### config.mk
export PLATFORM = sky130hd
export DESIGN_NAME = flag_register_unit
export DESIGN_NICKNAME = d
export VERILOG_FILES = /design/src/rtl/flag_register_unit.sv
export SDC_FILE = /design/constraint.sdc
export NUM_CORES = 1
export LEC_CHECK = 0
export ABC_AREA = 0
export BUFFER_PORTS_ARGS = -buffer_cell sky130_fd_sc_hd__clkbuf_2
export CAP_MARGIN = 40
export CORE_MARGIN = 1.5
export CORE_UTILIZATION = 44
export DETAILED_ROUTE_END_ITERATION = 10
export GPL_ROUTABILITY_DRIVEN = 0
export PLACE_DENSITY = 0.87
export SETUP_SLACK_MARGIN = 0.15
export SYNTH_ARGS = -nofsm -noshare
export SYNTH_HDL_FRONTEND = slang
export SYNTH_SLANG_ARGS = --single-unit
### constraint.sdc
create_clock -name CLK -period 4.3 [get_ports CLK]
set_input_delay 0.645 -clock CLK [delete_from_list [all_inputs] [get_ports CLK]]
set_output_delay 0.645 -clock CLK [all_outputs]
set_load 0.05 [all_outputs]
### src/rtl/flag_register_unit.sv
// NZVC flag writer: derives ALU flags, holds the status register, and keeps a
// one-deep save slot for exception entry/return with protocol-error reporting.
module flag_register_unit #(
  parameter int WIDTH = 32
) (
  input  logic             CLK,
  input  logic             Reset,
  input  logic [WIDTH-1:0] SrcA,
  input  logic [WIDTH-1:0] SrcB,
  input  logic [WIDTH-1:0] ALUResult,
  input  logic [1:0]       ALUControl,
  input  logic [1:0]       FlagW,
  input  logic             CondEx,
  input  logic             MsrWrite,
  input  logic [3:0]       MsrData,
  input  logic             ExcEntry,
  input  logic             ExcReturn,
  output logic [3:0]       ALUFlags,
  output logic [3:0]       Flags,
  output logic [3:0]       SavedFlags,
  output logic             SaveValid,
  output logic             ProtErr
);

  logic             is_sub;
  logic [WIDTH-1:0] b_op;
  logic [WIDTH:0]   sum_w;
  logic             n_flag;
  logic             z_flag;
  logic             v_flag;
  logic             c_flag;

  logic [3:0] flags_q, flags_d;
  logic [3:0] saved_flags_q, saved_flags_d;
  logic       save_valid_q, save_valid_d;
  logic       prot_err_q, prot_err_d;

  // SUB is A + ~B + 1; with b_op already inverted, the ADD overflow rule
  // (operands agree in sign, result differs) covers both cases.
  always_comb begin
    is_sub = (ALUControl == 2'b01);
    b_op   = is_sub ? ~SrcB : SrcB;
    sum_w  = {1'b0, SrcA} + {1'b0, b_op} + {{WIDTH{1'b0}}, is_sub};
    n_flag = ALUResult[WIDTH-1];
    z_flag = (ALUResult == '0);
    v_flag = 1'b0;
    c_flag = 1'b0;
    if (!ALUControl[1]) begin
      c_flag = sum_w[WIDTH];
      v_flag = (SrcA[WIDTH-1] == b_op[WIDTH-1]) &&
               (sum_w[WIDTH-1] != SrcA[WIDTH-1]);
    end
    ALUFlags = {n_flag, z_flag, v_flag, c_flag};
  end

  always_comb begin
    flags_d       = flags_q;
    saved_flags_d = saved_flags_q;
    save_valid_d  = save_valid_q;
    prot_err_d    = 1'b0;
    if (ExcEntry) begin
      if (!save_valid_q) begin
        saved_flags_d = flags_q;
        save_valid_d  = 1'b1;
      end else begin
        prot_err_d = 1'b1;
      end
      // A simultaneous return is dropped and reported.
      if (ExcReturn) prot_err_d = 1'b1;
    end else if (ExcReturn) begin
      if (save_valid_q) begin
        flags_d      = saved_flags_q;
        save_valid_d = 1'b0;
      end else begin
        prot_err_d = 1'b1;
      end
    end else if (MsrWrite) begin
      flags_d = MsrData;
    end else begin
      if (FlagW[1] && CondEx) flags_d[3:2] = ALUFlags[3:2];
      if (FlagW[0] && CondEx) flags_d[1:0] = ALUFlags[1:0];
    end
  end

  always_ff @(posedge CLK) begin
    if (Reset) begin
      flags_q       <= 4'b0000;
      saved_flags_q <= 4'b0000;
      save_valid_q  <= 1'b0;
      prot_err_q    <= 1'b0;
    end else begin
      flags_q       <= flags_d;
      saved_flags_q <= saved_flags_d;
      save_valid_q  <= save_valid_d;
      prot_err_q    <= prot_err_d;
    end
  end

  assign Flags      = flags_q;
  assign SavedFlags = saved_flags_q;
  assign SaveValid  = save_valid_q;
  assign ProtErr    = prot_err_q;

endmodule
==> results of run 1 <==
-- power breakdown --
group | switching [mW] | total (mW) | internal, mW
Combinational | 0.127 | 0.240 | 0.114
Sequential | 0.00521 | 0.103 | 0.0976
Clock | 0.0367 | 0.117 | 0.0804
-- cells in the final DEF, fill, tap and decap left out, types with 3 or more instances in the layout --
master / count
sky130_fd_sc_hd__nor4_1: 8
sky130_fd_sc_hd__nor2_1: 8
sky130_fd_sc_hd__nor3_1: 4
sky130_fd_sc_hd__xnor2_1: 31
sky130_fd_sc_hd__clkbuf_2: 123
sky130_fd_sc_hd__nand4_1: 4
sky130_fd_sc_hd__ha_1: 31
sky130_fd_sc_hd__nand2b_1: 3
sky130_fd_sc_hd__clkbuf_8: 4
sky130_fd_sc_hd__inv_1: 5
sky130_fd_sc_hd__nand3_1: 7
sky130_fd_sc_hd__a21o_1: 4
sky130_fd_sc_hd__o21ai_0: 7
sky130_fd_sc_hd__a21oi_1: 26
sky130_fd_sc_hd__nand2_1: 23
sky130_fd_sc_hd__dfxtp_1: 10
-- state kept, by name (all words and copies together), names as in the netlist --
signal      flops
SaveValid       1
Flags           4
SavedFlags      4
ProtErr         1
-- cells in the mapped netlist (all sizes together) (2+ instances only) --
master	instances	area share (%)
or3b	2	1.0
nand2b	4	1.5
nor4	8	3.0
xnor2	31	16
o311ai	2	1.0
dfxtp	10	12
o211ai	2	0.90
ha	31	23
nand3b	2	0.90
a21o	4	1.8
nand4	4	1.5
buf	11	4.6
a211oi	3	2.1
inv	5	1.1
o21ai	9	2.7
nor2	9	2.2
a21oi	28	8.8
nand2	23	5.2
nor3	4	1.2
nand3	7	2.1
-- cell type report --
class / instances / area [um2]
clock buffers: 4 / 55.1
fillers: 324 / 1320
inverters: 5 / 18.8
multi-input cells: 186 / 1370
flip-flops and latches: 10 / 200
well taps: 48 / 60.1
repair buffers: 124 / 636
-- per-layer routing --
| metal | vias up | GRT usage [%] | wire length, um |
|---|---|---|---|
| li1 | 1006 | - | - |
| met1 | 872 | 22.6 | 1650 |
| met2 | 90 | 43.2 | 2340 |
| met3 | 5 | 4.51 | 374 |
| met4 | 0 | 5.32 | 29 |
| met5 | - | 0 | 0 |
-- worst paths after layout --
kind                                    start            end  cells past startpoint
worst max-delay path            ALUControl[1]    ALUFlags[0]                     12
worst min-delay path            SavedFlags[0]  SavedFlags[0]                      2
worst max register to register      SaveValid       Flags[1]                      5
worst min register to register  SavedFlags[0]  SavedFlags[0]                      2
-- cells by family after synthesis --
kind of cell | count (synthesis) | share of synthesized area [%]
AO/OA/AOI/OAI | 54 | 20.4
XOR/XNOR | 31 | 16.3
adder cells (fa/ha/maj) | 31 | 23.2
buffers and inverters | 17 | 5.92
flip-flops | 10 | 12.0
multiplexers | 2 | 1.27
AND/OR/NAND/NOR | 68 | 20.9
-- stage by stage --
step                      instance area, um2  util, %  hold WS, ns  worst slack [ns]
after CTS                               2340     64.0        0.479             0.479
after global routing                    2340     64.0        0.503             0.282
after detailed placement                2290     62.5        0.472             0.486
after floorplan                         1670        -        0.677              1.01
after global placement                  2290     62.5        0.461             0.596
final                                   2340     64.0        0.477             0.466
-- worst min-delay path: cells and delay by family (launching register included) --
family           cells  cell delay [ns]
AO/OA/AOI/OAI        1             0.05
flip-flops           1             0.32
AND/OR/NAND/NOR      1             0.06
==> parameters.txt, run 1 <==
Parameter                              Value

Clocking
  CTS clock-pin slew for the worst setup and hold paths ... around 0.050 ns
  Count of hold-fix buffers inserted at cts ... 0
  Clock tree from TritonCTS ... built
  Number of buffers created by CTS ... 3
  Clock root cell ... sky130_fd_sc_hd__clkbuf_8
  Number of cells upsized or downsized after cts ... 0
  Post-CTS setup-driven buffer insertion count ... 0
  Max H-tree Level ... 1
  Clock latency at the later pin of the worst-skew pair ... between 0.2 and 0.25 ns
  Maximum buffer depth of the clock tree ... 2
  Clock net sink count ... 10

Worst setup path
  Setup slack of the worst register-to-register path ... approximately 2.7 ns
  Total buffers and inverters traversed by the critical path ... 3
  Type of the worst setup path ... input port to output pin
  Slowest cell on the critical path ... sky130_fd_sc_hd__nand2b_2
  Critical path, cell by cell ... clkbuf_2 > nand2b_2 > buf_12 > xnor2_1 > ha_1 > nand4_1 > nor3_1 > o21ai_0 > o211ai_1 > o21ai_1 > a21oi_1 > clkbuf_2
  Most frequent CP cell ... sky130_fd_sc_hd__clkbuf_2
  Maximum fanout count along the critical path ... 23
  Crit path capture type ... output pin
  Slowest Stage Delay on Critical Path ... between 0.3 and 0.4 ns
  Required @ worst endpoint ... roughly 3.7 ns
  Element type at the critical path start ... input port
  Data arrival, critical path ... ~3.2 ns
  Family of cells with the greatest summed delay on the critical path ... simple AND/OR/NAND/NOR gates

Timing
  Final number of hold-violating endpoints ... 0
  Shortest clock period the worst path allows after layout ... 3.83 ns
  Slew at the pin with the worst max-slew slack ... between 0.3 and 0.4 ns
  Number of pins with negative max-slew slack in the final report ... 0
  Final setup skew ... ~0.00031 ns
  Share of the clock period used by the worst path ... between 80% and 90%
  Setup tns final ... 0 ns
  Count of final setup violators ... 0
  Relative slew margins ... approximately three quarters
  Setup repair after global routing missed its margin ... false
  Fmax achieved ... approximately 0.26 GHz

Hold path
  Path class of the lowest-slack min-delay path ... flip-flop to flip-flop

Detailed routing
  Detailed router's first-iteration violation count ... between 70 and 80
  Number of remaining DRC errors ... 0
  Wire length per cell after detailed routing ... 11.7 um
  Average via count per standard cell ... 5.23
  Total via count after detailed routing ... about 2,000
  Post-route ant nets ... 0
  Wire length after detailed routing ... ~4.4 mm
  Count of TritonRoute iterations in the first routing pass ... 4

GRT
  Global-route wire length before repair ... just over 7 mm
  Total Routing Usage GR ... 21.6%
  Overflow left after global routing ... 0
  Via count of the first global-routing pass ... approximately 1,800
  Pin count of the biggest net entering global routing ... 24
  Number of antenna violations at the first check in global routing ... 0

Synthesis
  Synth warn ... 0
  Register bit total from synthesis ... 10
  Share of flip-flops with an asynchronous set or reset after synthesis ... 0%
  Number of enable-type register cells in the synthesized netlist ... 0
  Post-synth top flop ... sky130_fd_sc_hd__dfxtp_1
  Cell variety after synth ... 41
  Net count after synthesis ... roughly 350
  Cell count after synthesis ... about 210
  Sequential-to-total area share from yosys stat ... roughly an eighth
  Average cell area after synthesis ... between 7 and 8 um2
  Netlist area before placement ... approximately 0.0017 mm2

Place
  Input/output buffers ... around 120
  Detail Placement HPWL ... ~3.9 mm
  Placed cell count ... between 300 and 400

Die
  I/O pin count ... 124
  Cell Rows ... 22
  Die extent in x ... 64.6 um
  Die footprint ... 0.00418 mm2
  Vertical extent of the die ... approximately 65 um
  Initial core utilization ... between 40 and 50%
  Floorplan core area ... between 0.003 and 0.004 mm2

Status
  Result of the run ... finished, final reports clean

Power and ir drop
  Post-route total power ... approximately 460 uW
  Power density normalized to cell area ... roughly 200 mW/mm2
  Leakage power ... approximately 1.2 nW
  VDD IR max ... around 0.12 mV

Cells and area
  Number of non-filler instances in the completed layout ... 377
  Layout overhead on the synthesized area ... 40.3%
  Share of layout cells above drive strength 1 ... 41.0%
  Number of antenna cells inserted ... 0
  Post-layout net count ... approximately 470

Run
  Max-cap check violation count ... 0
No activity file was read; power rests on OpenSTA's default activity.
==> run 2, diff against run 1 <==
CORE_UTILIZATION = 37   (was 44)
PLACE_DENSITY = 0.78   (was 0.87)
clock period = 3.1 ns   (was 4.3 ns; I/O delays follow)
==> run 2 against run 1 <==
- die area is 18% higher
- clock-buffer cell count stayed put
- setup slack worse by 0.45 ns
- first-iteration DRC count is 23% higher
- worst hold slack worse by 0.0085 ns
- via count is 3.1% higher
- global-route usage is 1.7 points lower
==> parameters.txt, run 2 (synthesis results as in run 1) <==
Parameter                              Value

Status
  Result of the run ... finished, final reports clean

Die
  Vertical extent of the die ... 70.2 um
  I/O pin count ... 124
  Floorplan core area ... about 0.0044 mm2
  Die extent in x ... between 70 and 80 um
  Die footprint ... 0.00493 mm2
  Initial core utilization ... a little under two fifths
  Cell Rows ... 24

Detailed routing
  Total via count after detailed routing ... between 2,000 and 2,500
  Count of TritonRoute iterations in the first routing pass ... 4
  Post-route ant nets ... 0
  Wire length per cell after detailed routing ... between 10 and 15 um
  Detailed router's first-iteration violation count ... 91
  Number of remaining DRC errors ... 0
  Average via count per standard cell ... roughly 5.1
  Wire length after detailed routing ... approximately 5 mm

Clocking
  Clock tree from TritonCTS ... built
  Count of hold-fix buffers inserted at cts ... 0
  Clock net sink count ... 10
  Maximum buffer depth of the clock tree ... 2
  CTS clock-pin slew for the worst setup and hold paths ... ~0.05 ns
  Number of buffers created by CTS ... 3
  Max H-tree Level ... 1
  Clock latency at the later pin of the worst-skew pair ... 0.23 ns
  Clock root cell ... sky130_fd_sc_hd__clkbuf_8

GRT
  Global-route wire length before repair ... ~8 mm
  Via count of the first global-routing pass ... 2,019
  Overflow left after global routing ... 0
  Pin count of the biggest net entering global routing ... 14
  Number of antenna violations at the first check in global routing ... 0
  Total Routing Usage GR ... roughly 20%

Cells and area
  Share of layout cells above drive strength 1 ... 50.1%
  Final instance area ... between 0.002 and 0.003 mm2
  Commonest cells after routing, fill and taps aside ... sky130_fd_sc_hd__clkbuf_2 (120), sky130_fd_sc_hd__ha_1 (29), sky130_fd_sc_hd__xnor2_1 (26)
  Leading cell type in the layout, fill and taps excluded ... sky130_fd_sc_hd__clkbuf_2
  Layout overhead on the synthesized area ... 62.6%
  Number of non-filler instances in the completed layout ... 397
  Number of antenna cells inserted ... 0
  Post-layout net count ... about 500
  Layout Utilization ... between 60% and 70%

Worst setup path
  Critical path, cell by cell ... buf_6 > nand2b_4 > buf_12 > buf_4 > xnor2_2 > ha_1 > a21oi_2 > o221ai_2 > a21oi_2 > a21oi_4 > o21a_1 > nor3_2 > buf_4 > buf_12
  Element type at the critical path start ... input port
  Maximum fanout count along the critical path ... 7
  Family of cells with the greatest summed delay on the critical path ... compound AO/OA/AOI/OAI gates
  Total buffers and inverters traversed by the critical path ... 5
  Type of the worst setup path ... input port to output pin
  Crit path capture type ... output pin
  Slowest Stage Delay on Critical Path ... roughly 0.3 ns
  Slowest cell on the critical path ... sky130_fd_sc_hd__ha_1
  Data arrival, critical path ... approximately 2.6 ns
  Required @ worst endpoint ... 2.63 ns

Place
  Input/output buffers ... ~120
  Standard cell area after detailed placement ... ~0.0024 mm2
  Placed cell count ... between 300 and 400
  Detail Placement HPWL ... between 4 and 5 mm

Timing
  Final setup skew ... between 0.004 and 0.005 ns
  Relative slew margins ... 74.5%
  Fmax achieved ... between 0.3 and 0.4 GHz
  Final number of hold-violating endpoints ... 0
  Setup repair after global routing missed its margin ... true
  Number of pins with negative max-slew slack in the final report ... 0
  Share of the clock period used by the worst path ... 99.6%
  Count of final setup violators ... 0
  Slew at the pin with the worst max-slew slack ... between 0.3 and 0.4 ns
  Shortest clock period the worst path allows after layout ... 3.09 ns

Power and ir drop
  Power density normalized to cell area ... 267 mW/mm2
  Leakage power ... 1.35 nW
  VDD IR max ... 0.148 mV

Hold path
  Path class of the lowest-slack min-delay path ... flip-flop to flip-flop

Run
  Max-cap check violation count ... 0
run 2: cell count changes in the layout (fill, tap and decap cells not counted), moves of 3 or more:
cell and delta:
sky130_fd_sc_hd__xnor2_1 -5, sky130_fd_sc_hd__a21oi_2 +3, sky130_fd_sc_hd__nor2_1 -3, sky130_fd_sc_hd__clkbuf_2 -3
sky130_fd_sc_hd__xnor2_2 +3, sky130_fd_sc_hd__buf_4 +14, sky130_fd_sc_hd__a21oi_1 -4
run 2: path summary, 6_finish.rpt:
kind / startpoint / to / slack (ns) / cells past startpoint
min: SavedFlags[3] / SavedFlags[3] / 0.47 / 2
max reg2reg: SaveValid / Flags[1] / 1.43 / 5
max: ALUControl[1] / ALUFlags[1] / 0.01 / 14
min reg2reg: SavedFlags[3] / SavedFlags[3] / 0.47 / 2
run 2: where the power goes:
group / total [mW] / internal [mW] / switching (mW)
registers: 0.142 / 0.135 / 0.00695
logic: 0.422 / 0.211 / 0.211
clock network: 0.160 / 0.111 / 0.0486
total: 0.724 / 0.458 / 0.266
run 2: tightest hold or removal path: cells and delay by family (launching register included):
kind | cells | cell delay [ns]
flip-flops | 1 | 0.31
AO/OA/AOI/OAI | 1 | 0.05
AND/OR/NAND/NOR | 1 | 0.05
run 2: repair_timing:
item	4_1_cts	5_1_grt
setup endpoints to repair	2	2
pin swaps	8	12
cloned	2	0
setup buffers	1	5
gates resized for setup	13	23
run 2: final cells by class:
class                      instances  area (um2)
clock buffer                       4        55.1
timing repair buffer             140         827
sequential                        10         200
fill                             403        1640
multi-input combinational        186        1550
tap                               52        65.1
inverter                           5        18.8
run 2: metal layers:
metal / vias up / share of wire (%) / global-route usage [%]
li1: 1041 / - / -
met1: 896 / 36 / 19.6
met2: 93 / 55 / 42.9
met3: 4 / 8.1 / 3.17
met4: 0 / 0.26 / 2.99
met5: - / 0 / 0
run 2: per-stage QoR:
step	TNS, ns	setup slack (ns)	hold slack (ns)	power [mW]
floorplan	0	0.172	0.582	0.363
global placement	-0.142	-0.0849	0.463	0.491
detailed placement	-0.214	-0.136	0.459	0.501
CTS	-0.0148	-0.0148	0.466	0.688
global route	-0.269	-0.142	0.504	0.777
finish	0	0.0132	0.468	0.724
